### src/rtl/instruction_fetch_pkg.sv
// instruction_fetch_pkg: shared widths, reset vector, NOP encoding and fetch FSM states
package instruction_fetch_pkg;
  localparam int XLEN = 32;
  localparam logic [XLEN-1:0] RESET_VECTOR = 32'h0000_0000;
  localparam logic [31:0] NOP = 32'h0000_0013;
  typedef enum logic [1:0] {
    FETCH_IDLE = 2'd0,
    FETCH_REQ  = 2'd1,
    FETCH_WAIT = 2'd2
  } fetch_state_t;
endpackage

### src/rtl/instruction_fetch_obuf_sr.sv
// obuf_sr: enabled output flip-flop with synchronous active-high reset to a fixed value
module obuf_sr #(
  parameter int W = 32,
  parameter logic [W-1:0] RV = '0
) (
  input  logic         clk,
  input  logic         rst,
  input  logic         en,
  input  logic [W-1:0] d,
  output logic [W-1:0] q
);
  always_ff @(posedge clk)
    if (rst) q <= RV;
    else if (en) q <= d;
endmodule

### src/rtl/instruction_fetch.sv
// instruction_fetch: PC register and request/grant/valid fetch FSM feeding instruction_decode
module instruction_fetch
  import instruction_fetch_pkg::*;
(
  input  logic            clk,
  input  logic            rst,
  input  logic            phase_fetch,
  input  logic            pc_update,
  input  logic            jump_taken,
  input  logic [XLEN-1:0] jump_target,
  output logic            imem_req,
  output logic [XLEN-1:0] imem_addr,
  input  logic            imem_gnt,
  input  logic            imem_rvalid,
  input  logic [31:0]     imem_rdata,
  output logic [31:0]     inst,
  output logic [XLEN-1:0] curr_pc_fd,
  output logic [XLEN-1:0] next_pc_fd,
  output logic            fetch_done,
  output logic            misaligned,
  output logic            busy
);
  fetch_state_t state, state_nxt;
  logic [XLEN-1:0] pc, fetch_addr;
  logic start, capture;
  always_comb begin
    start = state == FETCH_IDLE && phase_fetch;
    capture = imem_rvalid && ((state == FETCH_REQ && imem_gnt) || state == FETCH_WAIT);
    state_nxt = start ? FETCH_REQ :
                capture ? FETCH_IDLE :
                (state == FETCH_REQ && imem_gnt) ? FETCH_WAIT : state;
  end
  assign imem_req = state == FETCH_REQ;
  assign imem_addr = imem_req ? fetch_addr : '0;
  assign busy = state != FETCH_IDLE;
  always_ff @(posedge clk)
    if (rst) begin
      state <= FETCH_IDLE;
      pc <= RESET_VECTOR;
      fetch_addr <= '0;
      fetch_done <= 1'b0;
      misaligned <= 1'b0;
    end else begin
      state <= state_nxt;
      fetch_done <= capture;
      if (start) fetch_addr <= pc;
      if (pc_update) pc <= jump_taken ? {jump_target[XLEN-1:2], 2'b00} : pc + XLEN'(4);
      if (pc_update && jump_taken && |jump_target[1:0]) misaligned <= 1'b1;
    end
  // Sequencer contract: the fetch would silently use the pre-update pc
  always_ff @(posedge clk)
    if (!rst) assert (!(pc_update && phase_fetch)) else $warning("pc_update and phase_fetch coincide");
  obuf_sr #(.W(32), .RV(NOP)) u_inst (
    .clk(clk), .rst(rst), .en(capture), .d(imem_rdata), .q(inst)
  );
  obuf_sr #(.W(XLEN)) u_curr (
    .clk(clk), .rst(rst), .en(capture), .d(fetch_addr), .q(curr_pc_fd)
  );
  obuf_sr #(.W(XLEN)) u_next (
    .clk(clk), .rst(rst), .en(capture), .d(fetch_addr + XLEN'(4)), .q(next_pc_fd)
  );
endmodule

### config.mk
export PLATFORM = sky130hd
export DESIGN_NAME = instruction_fetch
export DESIGN_NICKNAME = d
export VERILOG_FILES = /design/src/rtl/instruction_fetch_pkg.sv /design/src/rtl/instruction_fetch_obuf_sr.sv /design/src/rtl/instruction_fetch.sv
export SDC_FILE = /design/constraint.sdc
export NUM_CORES = 1
export LEC_CHECK = 0
export ABC_CLOCK_PERIOD_IN_PS = 2500
export CORE_ASPECT_RATIO = 0.5
export CORE_MARGIN = 4
export CORE_UTILIZATION = 49
export CTS_BUF_LIST = sky130_fd_sc_hd__clkbuf_2 sky130_fd_sc_hd__clkbuf_4 sky130_fd_sc_hd__clkbuf_8
export DETAILED_ROUTE_END_ITERATION = 12
export PLACE_DENSITY_LB_ADDON = 0.1
export SETUP_SLACK_MARGIN = 0.4
export SYNTH_ARGS = -nofsm -noshare
export SYNTH_HDL_FRONTEND = slang
export SYNTH_SLANG_ARGS = --single-unit
### constraint.sdc
create_clock -name clk -period 2.5 [get_ports clk]
set_input_delay 0.625 -clock clk [delete_from_list [all_inputs] [get_ports clk]]
set_output_delay 0.625 -clock clk [all_outputs]
set_load 0.01 [all_outputs]
==> key figures <==
Run status
  – Status: finished, final reports clean

Placement
  – PortBufs: 196
  – DP Cell Count: 1267
  – DP Area: 0.00929 mm²
  – HPWL after detailed placement: 15400 µm
  – RePlAce Congestion: 0.899

Layout
  – # fillers: 1099
  – Final Net Count: 1192
  – Layout cells sized above 1: 0.164
  – Finished Layout Cells: 1324
  – Area of the multi-input gates: 0.00370 mm²
  – Syn-to-layout area delta: 43.4%
  – # diodes: 0
  – Register area: 0.00314 mm²
  – Post-layout instance area: 0.0101 mm²

Hold path
  – Worst Hold Class: reg2reg

Pwr
  – Leak: 0.00350 µW
  – Cell-internal power: 4030 µW
  – Peak VDD IR: 303 µV
  – Combinational power share: 0.129
  – Pwr Density: 540 mW/mm²
  – Clock share of power: 0.382
  – Tot Pwr: 5470 µW
  – Net switching power: 1440 µW
  – Switching Share: 0.263
  – Seq pwr share: 0.488

Global routing
  – Vias in the first global route: 6512
  – Total GRT Usage: 0.259
  – Antenna violations before repair: 0
  – Total grt overflow: 0
  – First-pass GRT wire length: 34500 µm
  – Largest net degree at the start of global routing: 151

Synth
  – Top_reg_cell synth: dfxtp_1
  – Netlist cell types: 60
  – Share of the synthesized area in the top cell type: 0.442
  – Most used standard cell by instance count after synthesis: nand2_1
  – Sequential area share after synthesis: 0.442
  – Yosys reg bits: 156
  – Post-Syn Area per Cell: 7.74 µm²
  – Syn Inst Count: 913
  – Post-synth top cells: 226 x nand2_1, 156 x dfxtp_1, 108 x a21oi_1
  – Post-Syn Area: 0.00706 mm²
  – Asr flop ratio synth: 0
  – Yosys top cell by area: dfxtp_1
  – Post-synth EDFFs: 0
  – Synth Warn #: 0
  – Synth area leaders: dfxtp_1 44%, nand2_1 12%, a21oi_1 7.7%

CTS
  – TritonCTS Buffers: 17
  – Htree depth: 4
  – Worst-Skew Late Latency: 0.45 ns
  – # hold bufs at CTS: 0
  – CTS Sinks: 156
  – Root Buffer: clkbuf_8
  – Clk buf depth: 2
  – Clock tree from TritonCTS: built
  – Clock transition at path regs: 0.09 ns

Critical path
  – FF-to-FF setup slack: 0.44 ns
  – WS Path Type: reg2out
  – CP max stage cell: dfxtp_4
  – Worst Reg2Reg Path Length in Cells: 6
  – Crit path from: state[1]
  – Critical register-to-register path startpoint: pc[2]
  – Slowest cell delay on critical path: 0.38 ns
  – Cell count along the critical path: 6
  – Worst Setup Start Kind: flop
  – Cell Chain, Critical Path: nor2b_4 > buf_6 > buf_6 > buf_6 > and2_4 > buf_6
  – Delay-heaviest family, CP: buffers and inverters
  – Req. time, crit path: 1.88 ns
  – Worst Path Buf+Inv: 4
  – Crit path DAT: 1.61 ns
  – CP Capture Point: imem_addr[31]
  – Cell mode on critical path: buf_6
  – Reg-to-Reg End: pc[17]
  – CP Max Fanout: 7
  – CP Capture Type: primary output

STA
  – Slew margin rel.: 0.543
  – Setup TNS: 0 ns
  – Max Fclk: 447 MHz
  – Final hold vios: 0
  – Post-route minimum period: 2.24 ns
  – Fin crit share: 0.895
  – RSZ-0062 raised after global routing: true
  – Final Setup Violations: 0
  – Worst Tran Pin Value: 0.686 ns
  – Clock skew: 0.0117 ns
  – Final Max Tran Viols: 0

Die
  – Chip width: 178 µm
  – Std-Cell Rows: 30
  – Core Area: 0.0138 mm²
  – Die height: 92.9 µm
  – Starting Density: 0.511
  – Ports: 203
  – Die area: 0.0165 mm²

Run
  – Max Cap Violations: 0

Detailed routing
  – Total number of vias: 7295
  – Detailed Routing Iterations Pass 1: 5
  – Routed len/inst: 16.9 µm
  – Final ANT Viol Nets: 0
  – Vias/cell: 5.51
  – Final wirelength: 22400 µm
  – Drt drc: 0
  – Initial drt markers: 643
[what timing repair did]
item / CTS / global route
setup buffers: 10 / 11
gates cloned: 3 / 1
pin swaps: 1 / 8
setup endpoints to repair: 37 / 44
endpoints found under the hold margin: 0 / 0
gates resized for setup: 125 / 100
[flip-flops by register name, indices dropped and copies added, names as in the netlist]
signal / count
fetch_addr: 30
fetch_done: 1
misaligned: 1
pc: 30
state: 2
u_curr.q: 30
u_inst.q: 32
u_next.q: 30
[layer usage]
| layer | up-vias | wire length, µm | global-route usage |
|---|---|---|---|
| li1 | 3536 | - | - |
| met1 | 3375 | 9770 | 0.357 |
| met2 | 338 | 10000 | 0.410 |
| met3 | 46 | 2070 | 0.0534 |
| met4 | 0 | 518 | 0.0823 |
| met5 | - | 0 | 0 |
[worst reg2reg max path, stage by stage (launching register included)]
cell     delay, ns
dfxtp_4       0.38
buf_8         0.14
nand4_4       0.10
or4_4         0.58
nor2_4        0.18
or4b_1        0.44
a31oi_1       0.16
[power groups by stage]
stage | clock (µW) | combinational [µW] | sequential [µW]
2_1_floorplan | 0 | 315 | 2710
3_3_place_gp | 0 | 632 | 2720
3_5_place_dp | 0 | 641 | 2720
4_1_cts | 2120 | 678 | 2660
5_1_grt | 2230 | 768 | 2680
6_report | 2090 | 707 | 2670
[worst min path at each step]
| stage | from | to | slack [ns] | cells after the start |
|---|---|---|---|---|
| floorplan | pc[31] | fetch_addr[31] | 0.46 | 2 |
| finish | misaligned | misaligned | 0.45 | 2 |
| detailed placement | misaligned | misaligned | 0.44 | 2 |
| global placement | misaligned | misaligned | 0.43 | 2 |
| global route | u_inst.q[10] | u_inst.q[10] | 0.47 | 2 |
| CTS | misaligned | misaligned | 0.45 | 2 |
[layout by cell type, fill, tap and decap left out, drive strengths merged, types with 3 or more instances in the layout]
cell type / synthesis / final
and3: 4 / 4
conb: 1 / 6
clkbuf: 61 / 18
a211oi: 29 / 29
a31oi: 8 / 8
xnor2: 12 / 12
o22ai: 5 / 5
nor4: 12 / 12
nand3: 30 / 30
o31ai: 5 / 5
bufinv: 0 / 4
clkinv: 2 / 5
nand2: 226 / 226
or4: 3 / 4
clkdlybuf4s50: 0 / 163
a22o: 3 / 3
o311ai: 3 / 3
o21ai: 22 / 22
xor2: 17 / 17
and2: 33 / 33
a22oi: 14 / 14
inv: 12 / 14
buf: 14 / 93
o41ai: 3 / 3
mux2i: 6 / 6
nor2: 65 / 65
nor3: 9 / 9
or4b: 3 / 3
nand4: 19 / 19
dfxtp: 156 / 156
and4: 4 / 4
clkinvlp: 0 / 5
a21oi: 108 / 108
[per-stage QoR]
stage | worst slack [ns] | hold WS (ns) | util
after floorplan | 0.406 | 0.458 | -
after global placement | 0.237 | 0.434 | 0.672
after detailed placement | 0.165 | 0.439 | 0.672
after CTS | 0.226 | 0.453 | 0.712
after global routing | 0.220 | 0.475 | 0.733
final | 0.262 | 0.452 | 0.733
[area by class of cell]
cell class / count / area share
clock buffer: 18 / 0.0238
clock inverter: 14 / 0.0191
inverter: 14 / 0.00519
multi-input combinational: 673 / 0.365
sequential: 156 / 0.310
tap: 192 / 0.0237
timing repair buffer: 257 / 0.253
[logic make-up after synthesis]
group           after synthesis  synth area share
simple gates                414             0.269
flops                       156             0.442
compound gates              215             0.184
mux                           6           0.00850
fa+ha+maj                     2           0.00354
other cells                   1          0.000531
xor+xnor                     29            0.0360
buf+inv                      90            0.0563
(Power assumes the default switching activity.)
